$ cat src/rtl/vx_tcu_drl_acc_seq.sv
`default_nettype none
// ============================================================================
//  Module   : vx_tcu_drl_acc_seq
//  Function : Sequences a multi-step (K-chunk) dot-product accumulation
//             through an external combinational DRL accumulator. A request is
//             accepted, its step beats are streamed to the accumulator with
//             the proper lane mask and C-term, and the step sums are gathered
//             into a widened running sum. One result is returned per request.
//  Revision : 1.0  initial release
// ============================================================================
module vx_tcu_drl_acc_seq #(
    parameter int N         = 5,
    parameter int WI        = 26,
    parameter int WO        = 30,
    parameter int MAX_STEPS = 8,
    parameter int SW        = $clog2(MAX_STEPS + 1),
    parameter int WA        = WO + $clog2(MAX_STEPS),
    parameter int TW        = $clog2(N)
) (
    input  logic                  clk,
    input  logic                  reset,
    // request
    input  logic                  req_valid_i,
    output logic                  req_ready_o,
    input  logic [31:0]           req_id_i,
    input  logic [SW-1:0]         req_steps_i,
    input  logic [TW-1:0]         req_tail_i,
    input  logic [WI-1:0]         req_c_sig_i,
    input  logic                  req_c_sticky_i,
    // step beats
    input  logic                  step_valid_i,
    output logic                  step_ready_o,
    input  logic [(N-1)*WI-1:0]   step_sigs_i,
    input  logic [N-2:0]          step_sticky_i,
    // accumulator interface
    output logic                  acc_valid_o,
    output logic [31:0]           acc_req_id_o,
    output logic [N-2:0]          acc_lane_mask_o,
    output logic [N*WI-1:0]       acc_sigs_o,
    output logic [N-1:0]          acc_sticky_o,
    input  logic [WO-1:0]         acc_sig_i,
    input  logic                  acc_sticky_in_i,
    // result
    output logic                  res_valid_o,
    input  logic                  res_ready_i,
    output logic [31:0]           res_id_o,
    output logic [WA-1:0]         res_sig_o,
    output logic                  res_sticky_o
);

    localparam logic [SW-1:0] MAX_STEPS_C = SW'(MAX_STEPS);
    localparam logic [TW-1:0] VEC_LANES_C = TW'(N - 1);

    typedef enum logic [1:0] {
        ST_IDLE = 2'd0,
        ST_RUN  = 2'd1,
        ST_DONE = 2'd2
    } state_e;

    state_e          state_q, state_d;
    logic [WA-1:0]   sum_q, sum_d;
    logic            sticky_q, sticky_d;
    logic [SW-1:0]   step_cnt_q, step_cnt_d;
    logic [SW-1:0]   steps_q, steps_d;
    logic [TW-1:0]   tail_q, tail_d;
    logic [WI-1:0]   c_sig_q, c_sig_d;
    logic            c_sticky_q, c_sticky_d;
    logic [31:0]     id_q, id_d;

    logic            w_in_run;
    logic            w_in_done;
    logic            w_req_fire;
    logic            w_step_fire;
    logic            w_last_step;
    logic            w_first_step;
    logic            w_tail_full;
    logic [SW-1:0]   w_steps_clamped;
    logic [N-2:0]    w_tail_mask;

    assign w_in_run        = (state_q == ST_RUN);
    assign w_in_done       = (state_q == ST_DONE);
    assign w_req_fire      = (state_q == ST_IDLE) && req_valid_i;
    assign w_step_fire     = w_in_run && step_valid_i;
    assign w_last_step     = ((step_cnt_q + SW'(1)) == steps_q);
    assign w_first_step    = (step_cnt_q == '0);
    assign w_tail_full     = (tail_q == '0) || (tail_q >= VEC_LANES_C);
    assign w_steps_clamped = (req_steps_i > MAX_STEPS_C) ? MAX_STEPS_C : req_steps_i;

    // Partial lane mask for the tail step: lane i active when i < tail.
    generate
        for (genvar gi = 0; gi < N - 1; gi++) begin : g_tail_mask
            assign w_tail_mask[gi] = w_tail_full || (TW'(gi) < tail_q);
        end
    endgenerate

    // Handshake flags follow the FSM state directly.
    assign req_ready_o  = (state_q == ST_IDLE);
    assign step_ready_o = w_in_run;
    assign acc_valid_o  = w_step_fire;
    assign acc_req_id_o = id_q;

    // Accumulator operands: vector lanes pass through, C-term only on the
    // first step; everything is forced to zero outside RUN to stay X-free.
    assign acc_lane_mask_o = !w_in_run   ? '0 :
                             w_last_step ? w_tail_mask : '1;
    assign acc_sigs_o      = !w_in_run ? '0 :
                             {(w_first_step ? c_sig_q : {WI{1'b0}}), step_sigs_i};
    assign acc_sticky_o    = !w_in_run ? '0 :
                             {(w_first_step & c_sticky_q), step_sticky_i};

    // Result is presented only while holding in DONE.
    assign res_valid_o  = w_in_done;
    assign res_id_o     = w_in_done ? id_q : '0;
    assign res_sig_o    = w_in_done ? sum_q : '0;
    assign res_sticky_o = w_in_done & sticky_q;

    // Next-state and datapath update; every register holds by default.
    always_comb begin
        state_d    = state_q;
        sum_d      = sum_q;
        sticky_d   = sticky_q;
        step_cnt_d = step_cnt_q;
        steps_d    = steps_q;
        tail_d     = tail_q;
        c_sig_d    = c_sig_q;
        c_sticky_d = c_sticky_q;
        id_d       = id_q;
        unique case (state_q)
            ST_IDLE: begin
                if (w_req_fire) begin
                    id_d       = req_id_i;
                    steps_d    = w_steps_clamped;
                    tail_d     = req_tail_i;
                    c_sig_d    = req_c_sig_i;
                    c_sticky_d = req_c_sticky_i;
                    step_cnt_d = '0;
                    if (w_steps_clamped == '0) begin
                        // No vector chunks: the result is just the C-term.
                        sum_d    = WA'($signed(req_c_sig_i));
                        sticky_d = req_c_sticky_i;
                        state_d  = ST_DONE;
                    end else begin
                        sum_d    = '0;
                        sticky_d = 1'b0;
                        state_d  = ST_RUN;
                    end
                end
            end
            ST_RUN: begin
                if (w_step_fire) begin
                    sum_d      = sum_q + WA'($signed(acc_sig_i));
                    sticky_d   = sticky_q | acc_sticky_in_i;
                    step_cnt_d = step_cnt_q + SW'(1);
                    if (w_last_step) begin
                        state_d = ST_DONE;
                    end
                end
            end
            ST_DONE: begin
                if (res_ready_i) begin
                    state_d = ST_IDLE;
                end
            end
            default: begin
                state_d = ST_IDLE;
            end
        endcase
    end

    // State register with synchronous abort on reset.
    always_ff @(posedge clk) begin
        if (reset) begin
            state_q    <= ST_IDLE;
            sum_q      <= '0;
            sticky_q   <= 1'b0;
            step_cnt_q <= '0;
            steps_q    <= '0;
            tail_q     <= '0;
            c_sig_q    <= '0;
            c_sticky_q <= 1'b0;
            id_q       <= '0;
        end else begin
            state_q    <= state_d;
            sum_q      <= sum_d;
            sticky_q   <= sticky_d;
            step_cnt_q <= step_cnt_d;
            steps_q    <= steps_d;
            tail_q     <= tail_d;
            c_sig_q    <= c_sig_d;
            c_sticky_q <= c_sticky_d;
            id_q       <= id_d;
        end
    end

endmodule
`default_nettype wire

$ cat config.mk
export PLATFORM = sky130hd
export DESIGN_NAME = vx_tcu_drl_acc_seq
export DESIGN_NICKNAME = d
export VERILOG_FILES = /design/src/rtl/vx_tcu_drl_acc_seq.sv
export SDC_FILE = /design/constraint.sdc
export NUM_CORES = 1
export LEC_CHECK = 0
export ABC_AREA = 0
export CORE_AREA = 4 4 173 175
export CTS_CLUSTER_SIZE = 30
export DETAILED_ROUTE_END_ITERATION = 7
export DIE_AREA = 0 0 177 179
export GPL_TIMING_DRIVEN = 0
export HOLD_SLACK_MARGIN = 0.08
export MAX_ROUTING_LAYER = met4
export SKIP_CTS_REPAIR_TIMING = 1
export SKIP_LAST_GASP = 1
export SLEW_MARGIN = 10
export SYNTH_ARGS = -nofsm -noshare
export SYNTH_HDL_FRONTEND = slang
export SYNTH_SLANG_ARGS = --single-unit
$ cat constraint.sdc
create_clock -name clk -period 8.3 [get_ports clk]
set_input_delay 2.49 -clock clk [delete_from_list [all_inputs] [get_ports clk]]
set_output_delay 2.49 -clock clk [all_outputs]
set_load 0.01 [all_outputs]
# --- Yosys cells after proc, flatten, opt, wreduce, memory -nomap -nowiden ---
# Index checks and enable logic that the tools add are counted.
totals:
  ff_bits: 106
  in_bits: 210
  wordCells: 67
op_classes:
  n_reduce_logical: 15
  n_addsub: 2
  magnitude_cmp: 6
  muxes: 25
  n_eq_ne: 7
  n_bitwise: 3
ops:
  columns: ["operator", "n"]
  rows:
  - ["$mux 33", 4]
  - ["$mux 130", 1]
  - ["$pmux 33 s2", 1]
  - ["$add 33x33->33", 1]
  - ["$mux 32", 1]
  - ["$mux 26", 1]
  - ["$mux 4", 5]
  - ["$mux 2", 5]
  - ["$logic_not 4->1", 2]
  - ["$pmux 4 s2", 1]
  - ["$lt 1x3->1 const A", 2]
  - ["$lt 2x3->1 const A", 2]
  - ["$pmux 2 s3", 1]
  - ["$logic_or 1x1->1", 5]
  - ["$mux 5", 1]
  - ["$add 4x1->4 const B", 1]
  - ["$eq 4x4->1", 1]
  - ["$gt 4x4->1 const B", 1]
  - ["$ne 2x1->1 const B", 2]
  - ["$ne 2x2->1 const B", 2]
  - ["$reduce_and 4->1", 1]
  - ["$ge 3x3->1 const B", 1]
  - ["$logic_not 3->1", 1]
  - ["$mux 1", 3]
  - ["other kinds (10)", 12]

# --- Depth between registers and ports, before layout ---
logic_depth:
  word_depth: 6
  mapped_depth: 10

# --- Worst setup path after synthesis ---
# OpenSTA, ideal clock, no wires.
synth_timing:
  path_type: "input-to-output"
  from: "in step_valid_i"
  to: "out acc_valid_o"
  arrival_time_ns: 2.745
  n_path_buf: 1
  required_time_ns: 5.810
  cell_stages: 2
  path_slack_ns: 3.065
  path_cell_list: "and2_1 > buf_6"
synth_via:
  elab_chain_cells: 1
synth_lines:
  columns: ["item", "line", "source"]
  rows:
  - ["start, declared", "31", "input logic step_valid_i,"]
  - ["$logic_and 1x1->1", "83", "assign w_step_fire = w_in_run && step_valid_i;"]
  - ["end, declared", "36", "output logic acc_valid_o,"]
# No other way between the ends.

# --- Worst setup path in the final report ---
# Ends and elaborated chain as after synthesis.

==> impl_metrics.tcl <==
set metrics [dict create \
    max_stage_delay_ps 560 \
    cts_buffer_depth 2 \
    fin_area_sq_um 12400 \
    synth_cells 968 \
    synth-seq-area-share_pct 29.8 \
    async_reset_ff_share_pct 0 \
    via_per_inst 4.64 \
    wl_mm 34.1 \
    hold_violations 0 \
    slew-limit-headroom_pct 20.0 \
    power_leakage_uw 0.00472 \
    grt_overflow 0 \
    p_total_uw 1640 \
    io_buffer_count 449 \
    die_area_sq_um 31700 \
    h-tree-depth 3 \
    syn_area_sq_um 7130 \
    hp-class "register to register" \
    cts_buffers 9 \
    critPathCaptureType "output pin" \
    worstSetupPathType "input pin to output pin" \
    clkSlewWorstSetupHoldPaths_ps 80 \
    antenna_cells 0 \
    finalMaxSlewViolations 0 \
    tritoncts "done" \
    slowest_stage "clkdlybuf4s50_1" \
    finalSetupTns_ps 0 \
    drt-wirelength-per-cell_um 18.8 \
    first_global_vias 8347 \
    cp_cell_sequence "clkdlybuf4s50_1 -> and2_1 -> buf_6 -> clkdlybuf4s50_1" \
    area_growth_pct 73.9 \
    setup_viol 0 \
    syn-num-nets 1213 \
    layout_common_cells "449 x clkdlybuf4s50_1, 208 x and2_1, 162 x nand2_1, 106 x dfxtp_1, 105 x a21oi_1" \
    grt_usage_pct 20.9 \
    max_cap_viol_count 0 \
    core_area_sq_um 28500 \
    initial_core_util_pct 25.1 \
    dr_total_vias 8435 \
    grt_pass1_wl_mm 49.9 \
    placed_cell_area_sq_um 12100 \
    layout.nets 1674 \
    synthFlopType "dfxtp_1" \
    period_needed_ps 6380 \
    final_cells 1818 \
    arrival_ps 3890 \
    final_util_pct 43.6 \
    ir_drop_mv 0.105 \
    die_y_um 179 \
    drc_errors 0 \
    drtIter0Drc 405 \
    worst_pin_slew_ps 1190 \
    layout-drive-gt1-share_pct 2.23 \
    final_common_cell "clkdlybuf4s50_1" \
    antenna_found_initial 0 \
    cpMostUsedCell "clkdlybuf4s50_1" \
    cp-start-kind "input pin" \
    yosysWarnings 0 \
    io_pins 451 \
    dp_hpwl_mm 28.0 \
    clock_skew_ps 9.42 \
    num_rows 62 \
    root_buffer "clkbuf_16" \
    synth.avg_cell_area_sq_um 7.37 \
    cts.sinks 106 \
    grt_max_degree 19 \
    numPlacedInstances 1802 \
    dr.pass1.iters 5 \
    outcome "finished, final reports clean" \
    required_ps 5810 \
    min_period_over_period_pct 76.9 \
    synth_seq_cells 106 \
    die_w_um 177 \
    fmax_mhz 157 \
    ys_types 61 \
    ant_nets 0 \
    rsz0062_at_grt "false" \
    clk_latency_ps 360 \
    path_max_fanout 10 \
    synth_edf_count 0 \
    gp_congestion 0.964 \
    power.density_nw_per_um2 133 \
]
-- worst paths after layout --
path | startpoint | to | slack [ps] | cells after the start
worst max-delay path | step_valid_i | acc_valid_o | 1920 | 4
worst min-delay path | c_sig_q[6] | c_sig_q[6] | 450 | 2
worst max register to register | sum_q[0] | sum_q[32] | 5310 | 10
worst min register to register | c_sig_q[6] | c_sig_q[6] | 450 | 2
-- power breakdown --
group | internal (uW) | switching [uW]
Combinational | 317 | 315
Clock | 217 | 218
Sequential | 548 | 29.1
-- critical path: cells and delay by family --
kind	cells	cell delay (ps)
buffers and inverters	3	1230
AND/OR/NAND/NOR	1	160
-- sequential cells by signal (all words and copies together), names as in the netlist --
signal / flops
sum_q: 33
step_cnt_q: 4
acc_req_id_o: 32
state_q: 2
c_sticky_q: 1
sticky_q: 1
c_sig_q: 26
steps_q: 4
tail_q: 3
-- final cells by class --
class                           count  area (sq um)
Tap cell                          384           480
Sequential cell                   106          2120
Timing Repair Buffer              450          4500
Fill cell                        2918         16100
Inverter                           15          56.3
Multi-Input combinational cell    786          4720
Clock buffer                       11           243
Buffer                             61           244
Clock inverter                      5          42.5
-- synth_stat cells (2+ instances only) --
master	number	area share [%]
a21boi_0	2	0.21
xnor2_1	21	2.6
a21o_1	14	1.5
a211oi_1	4	0.42
o21ai_1	2	0.14
xor2_1	9	1.1
and2_1	208	18
buf_6	2	0.32
nor3_1	19	1.3
a221oi_1	20	2.5
o311ai_1	2	0.25
a31oi_1	5	0.44
o21ai_0	35	2.5
buf_1	3	0.16
o221ai_1	2	0.25
o21a_1	2	0.21
o311ai_0	2	0.25
dfxtp_1	106	30
nand2_1	162	8.5
clkbuf_1	56	2.9
o31ai_1	2	0.21
o2111ai_1	2	0.25
nor2b_1	5	0.44
nor4b_1	3	0.37
nand3b_1	4	0.42
nand2b_1	4	0.35
o211ai_1	4	0.42
o21bai_1	2	0.21
nand3_1	9	0.63
a211oi_2	2	0.35
o22ai_1	3	0.26
a211o_1	2	0.25
nor2_1	59	3.1
a31o_2	3	0.37
nor4_1	2	0.18
a21oi_1	105	7.4
mux2i_1	3	0.42
nand4_1	4	0.35
inv_1	15	0.79
ha_1	34	6.0
a22oi_1	5	0.53
-- per-layer routing --
layer	up-vias	share of wire (%)	routed length [um]	global-route usage, %
met1	3883	45	15400	27.5
met3	26	6.0	2060	3.58
met2	303	48	16200	34.4
met5	-	0	0	-
li1	4223	-	-	-
met4	0	1.4	461	3.48
-- metrics by stage --
| step | hold WS (ps) | worst slack, ps |
|---|---|---|
| detailed placement | 442 | 1930 |
| global route | 468 | 1870 |
| global placement | 437 | 1930 |
| CTS | 453 | 1910 |
| floorplan | 432 | 3070 |
| finish | 451 | 1920 |
-- cell families after synthesis --
logic type | synth area share, %
flops | 29.8
simple gates | 34.7
buf+inv | 4.21
xor+xnor | 3.68
fa+ha+maj | 6.25
compound gates | 21.0
mux | 0.421
Power figures use the tool's default switching activity.
